==> config.mk <==
export PLATFORM = sky130hd
export DESIGN_NAME = input_conditioner
export DESIGN_NICKNAME = d
export VERILOG_FILES = /design/src/rtl/input_conditioner.sv
export SDC_FILE = /design/constraint.sdc
export NUM_CORES = 1
export LEC_CHECK = 0
export CORE_MARGIN = 4
export CORE_UTILIZATION = 30
export DETAILED_ROUTE_END_ITERATION = 8
export PLACE_DENSITY = 0.49
export SYNTH_ARGS = -nofsm -noshare
export SYNTH_HDL_FRONTEND = slang
export SYNTH_SLANG_ARGS = --single-unit
==> constraint.sdc <==
create_clock -name clk -period 14.1 [get_ports clk]
set_input_delay 3.525 -clock clk [delete_from_list [all_inputs] [get_ports clk]]
set_output_delay 3.525 -clock clk [all_outputs]
set_load 0.01 [all_outputs]
==> src/rtl/input_conditioner.sv <==
// GPIO input conditioning: optional 2-flop synchronizer, per-pin glitch filter,
// edge detection with sticky status, and broadcast of the conditioned value to 4 cores.
`timescale 1ns/1ps
module input_conditioner #(
  parameter int FILTER_W = 4
) (
  input  logic                clk,
  input  logic                rst,
  input  logic [31:0]         gpio_input,
  input  logic [31:0]         sync_bypass,
  input  logic [31:0]         filter_en,
  input  logic [FILTER_W-1:0] filter_threshold,
  input  logic [31:0]         edge_clear,
  output logic [3:0][31:0]    core_input,
  output logic [31:0]         rise_event,
  output logic [31:0]         fall_event,
  output logic [31:0]         edge_status
);

  localparam logic [FILTER_W-1:0] CNT_ONE = {{(FILTER_W-1){1'b0}}, 1'b1};

  logic [31:0]               sync1;
  logic [31:0]               sync2;
  logic [31:0]               synced;
  logic [31:0]               filt_q;
  logic [31:0][FILTER_W-1:0] cnt;
  logic [31:0]               pin_value;
  logic [31:0]               last_q;

  always_ff @(posedge clk or posedge rst) begin
    if (rst) begin
      sync1 <= '0;
      sync2 <= '0;
    end else begin
      sync1 <= gpio_input;
      sync2 <= sync1;
    end
  end

  // Bypassed pins take the raw pad combinationally.
  assign synced = (sync_bypass & gpio_input) | (~sync_bypass & sync2);

  // A disabled filter tracks its input so that enabling it never creates an edge.
  // The counter only increments while below the threshold, so it cannot wrap.
  always_ff @(posedge clk or posedge rst) begin
    if (rst) begin
      filt_q <= '0;
      cnt    <= '0;
    end else begin
      for (int i = 0; i < 32; i++) begin
        if (!filter_en[i]) begin
          filt_q[i] <= synced[i];
          cnt[i]    <= '0;
        end else if (synced[i] == filt_q[i]) begin
          cnt[i] <= '0;
        end else if (cnt[i] >= filter_threshold) begin
          filt_q[i] <= synced[i];
          cnt[i]    <= '0;
        end else begin
          cnt[i] <= cnt[i] + CNT_ONE;
        end
      end
    end
  end

  assign pin_value  = (filter_en & filt_q) | (~filter_en & synced);
  assign core_input = {4{pin_value}};
  assign rise_event = pin_value & ~last_q;
  assign fall_event = ~pin_value & last_q;

  // New edges take priority over a coincident clear.
  always_ff @(posedge clk or posedge rst) begin
    if (rst) begin
      last_q      <= '0;
      edge_status <= '0;
    end else begin
      last_q      <= pin_value;
      edge_status <= (edge_status & ~edge_clear) | rise_event | fall_event;
    end
  end

endmodule

==> results.json <==
{
  "status": "complete, no violations",
  "tightestPinTransition_ns": 1.011,
  "netlist_instances": 1316,
  "synth.most_common_cell": "dfrtp_1",
  "grt_pass1_wl_mm": 56.04,
  "switching_share_pct": 27.56,
  "antenna_found_initial": 0,
  "seq_area_sq_um": 7207,
  "synth_common_cells": "dfrtp_1 (288), ha_1 (160), inv_1 (100)",
  "clock_latency_ns": 0.53,
  "drv_slew": 0,
  "io_pins": 358,
  "drc": 0,
  "ant_nets": 0,
  "clock_path_buffers": 3,
  "cts_resized": 0,
  "root_buffer": "clkbuf_16",
  "vdd_drop_max_mv": 0.08115,
  "p_sw_uw": 705.2,
  "fin_crit_ns": 8.780,
  "layout.nets": 1914,
  "viasPerCell": 4.453,
  "ys_seq_elements": 288,
  "cts_hold_buf": 0,
  "drive_gt1_share_pct": 17.71,
  "comb_power_share_pct": 24.2,
  "ys_seq_area_share_pct": 44.96,
  "finalSetupTns_ns": 0,
  "power_frac_seq_pct": 38.2,
  "die_h_microns": 239.2,
  "max_cap_viol_count": 0,
  "dr.pass1.iters": 4,
  "maxSlewHeadroom_pct": 32.58,
  "n_antenna_cell": 0,
  "area_delta_synth_final_pct": 31.25,
  "die_x_microns": 239.2,
  "grt_pass1_vias": 10930,
  "yosys-top-cells-area": "dfrtp_1 (45%), ha_1 (12%), buf_4 (4.5%), mux2i_4 (4.5%), xnor2_1 (3.5%)",
  "internal_power_mw": 1.853,
  "cts_setup_buffers": 0,
  "clkPwrFrac_pct": 37.7,
  "period_share_pct": 62.27,
  "tritoncts": "done",
  "hp-class": "reg -> reg",
  "grt.total_usage_pct": 11.83,
  "hold_violations": 0,
  "grt_overflow": 0,
  "clock.fmax_mhz": 113.9,
  "dp_hpwl_mm": 24.28,
  "final_util_pct": 39.88,
  "syn_nets": 1610,
  "worstPathArrival_ns": 5.25,
  "synth_edf_count": 0,
  "die_area_sq_um": 57200,
  "initial_core_util_pct": 30.38,
  "reg2reg_depth": 5,
  "grt_max_degree": 132,
  "core_sq_um": 52760,
  "synth_area_leader_cell": "dfrtp_1",
  "clock_sinks": 288,
  "rows": 84,
  "cts_buffers": 37,
  "n_fill_cell": 5039,
  "port_buffers": 357,
  "h-tree-depth": 2,
  "setup_viol": 0,
  "leakagePower_nw": 9.102,
  "syn_area_sq_um": 16030,
  "syn_area_per_cell_sq_um": 12.18,
  "drt_iter0_drc": 265,
  "ys_types": 22,
  "finalInstanceArea_sq_um": 21040,
  "path_max_fanout": 3,
  "end_kind": "primary output",
  "p_per_area_nw_per_um2": 121.6,
  "crit_type": "in -> out",
  "clk_pin_slew_ns": 0.06,
  "ys.flop_type": "dfrtp_1",
  "synth_top_area_share_pct": 44.96,
  "ys_warn_count": 0,
  "post_drt_wl_per_cell_microns": 14.55,
  "synthArstFlopShare_pct": 100.0,
  "start_kind": "input port",
  "vias": 10410,
  "place.gp.congestion": 0.7246,
  "rsz0062_at_grt": "no",
  "skew_ns": 0.007721,
  "min_path_cells": 0,
  "placed_area_sq_um": 19780,
  "fin_hold_ws_ns": 0.3423,
  "required_ns": 10.57,
  "wl_mm": 34.00,
  "multi_input_area_sq_um": 7607
}
## placed cells by master, fill, tap and decap left out, types with 32 or more instances in the layout
cell	Yosys	final
ha_1	160	160
nor3b_1	32	32
mux2_2	32	32
nor3_1	96	96
clkbuf_16	0	39
and2_2	32	32
nor3b_2	32	32
a21oi_1	32	32
nor2_1	32	32
a21boi_0	32	32
xor2_1	32	32
inv_1	100	96
dfrtp_1	288	288
clkdlybuf4s50_1	0	356
mux2i_1	32	32
nand3_1	32	32
o211ai_1	32	32
mux2i_4	32	32
xnor2_1	64	64
inv_2	32	35
nand2_1	32	32
mux2_4	32	32
o2111ai_2	32	32
## registers in the layout, summed over array words and instances (netlist names)
signal       flops
cnt            128
edge_status     32
filt_q          32
last_q          32
sync1           32
sync2           32
## metal layers
metal / share of wire [%] / global-route usage [%] / vias to the layer above / wire [microns]
li1: - / - / 5125 / -
met3: 5.4 / 2.988 / 43 / 1820
met1: 45 / 15.51 / 5039 / 15340
met2: 48 / 19.55 / 200 / 16210
met5: 0 / 0 / - / 0
met4: 1.9 / 3.201 / 0 / 631
## stage by stage
step                      std cells  total power [mW]  setup slack, ns
after floorplan                1316             1.357            2.626
after global placement         2269             1.614            5.304
after detailed placement       2269             1.624            5.298
after CTS                      2337             2.622            5.298
after global routing           2337             2.715            5.262
final                          2337             2.559            5.320
## path summary, 6_finish.rpt
path	to	slack, ns	start
worst max-delay path	fall_event[30]	5.32	sync_bypass[30]
worst min-delay path	sync2[0]$_DFF_PP0_	0.34	sync1[0]$_DFF_PP0_
worst max register to register	filt_q[20]$_DFFE_PP0P_	12.45	cnt[80]$_DFF_PP0_
worst min register to register	sync2[0]$_DFF_PP0_	0.34	sync1[0]$_DFF_PP0_
max in group asynchronous	last_q[6]$_DFF_PP0_	8.64	rst
min in group asynchronous	last_q[15]$_DFF_PP0_	3.63	rst
## worst max-delay path, cell delays in order
cell             delay, ns
clkdlybuf4s50_1       0.48
mux2_4                0.34
mux2i_4               0.21
and2_2                0.17
clkdlybuf4s50_1       0.53
## logic make-up (layout without fill, tap and decap cells)
family | after synthesis | count (layout) | share of synthesized area, %
xor+xnor | 96 | 96 | 5.245
simple gates | 288 | 288 | 10.99
compound gates | 128 | 128 | 6.993
mux | 128 | 128 | 11.74
buf+inv | 228 | 561 | 7.587
flops | 288 | 288 | 44.96
fa+ha+maj | 160 | 160 | 12.49
## final cells by class
type                            instances  area share (%)
Clock buffer                           56           5.322
Clock inverter                         12          0.6839
Inverter                              132           2.391
Multi-Input combinational cell        800           36.16
Sequential cell                       288           34.25
Tap cell                              688           4.091
Timing Repair Buffer                  361           17.10
## power by group through the flow
stage          logic, mW  registers [mW]  clock network [mW]
6_report           0.619           0.976               0.964
3_5_place_dp       0.632           0.992                   0
2_1_floorplan      0.371           0.986                   0
4_1_cts            0.634           0.978                1.01
5_1_grt            0.682           0.989                1.04
3_3_place_gp       0.624           0.990                   0
(Power assumes the default switching activity.)
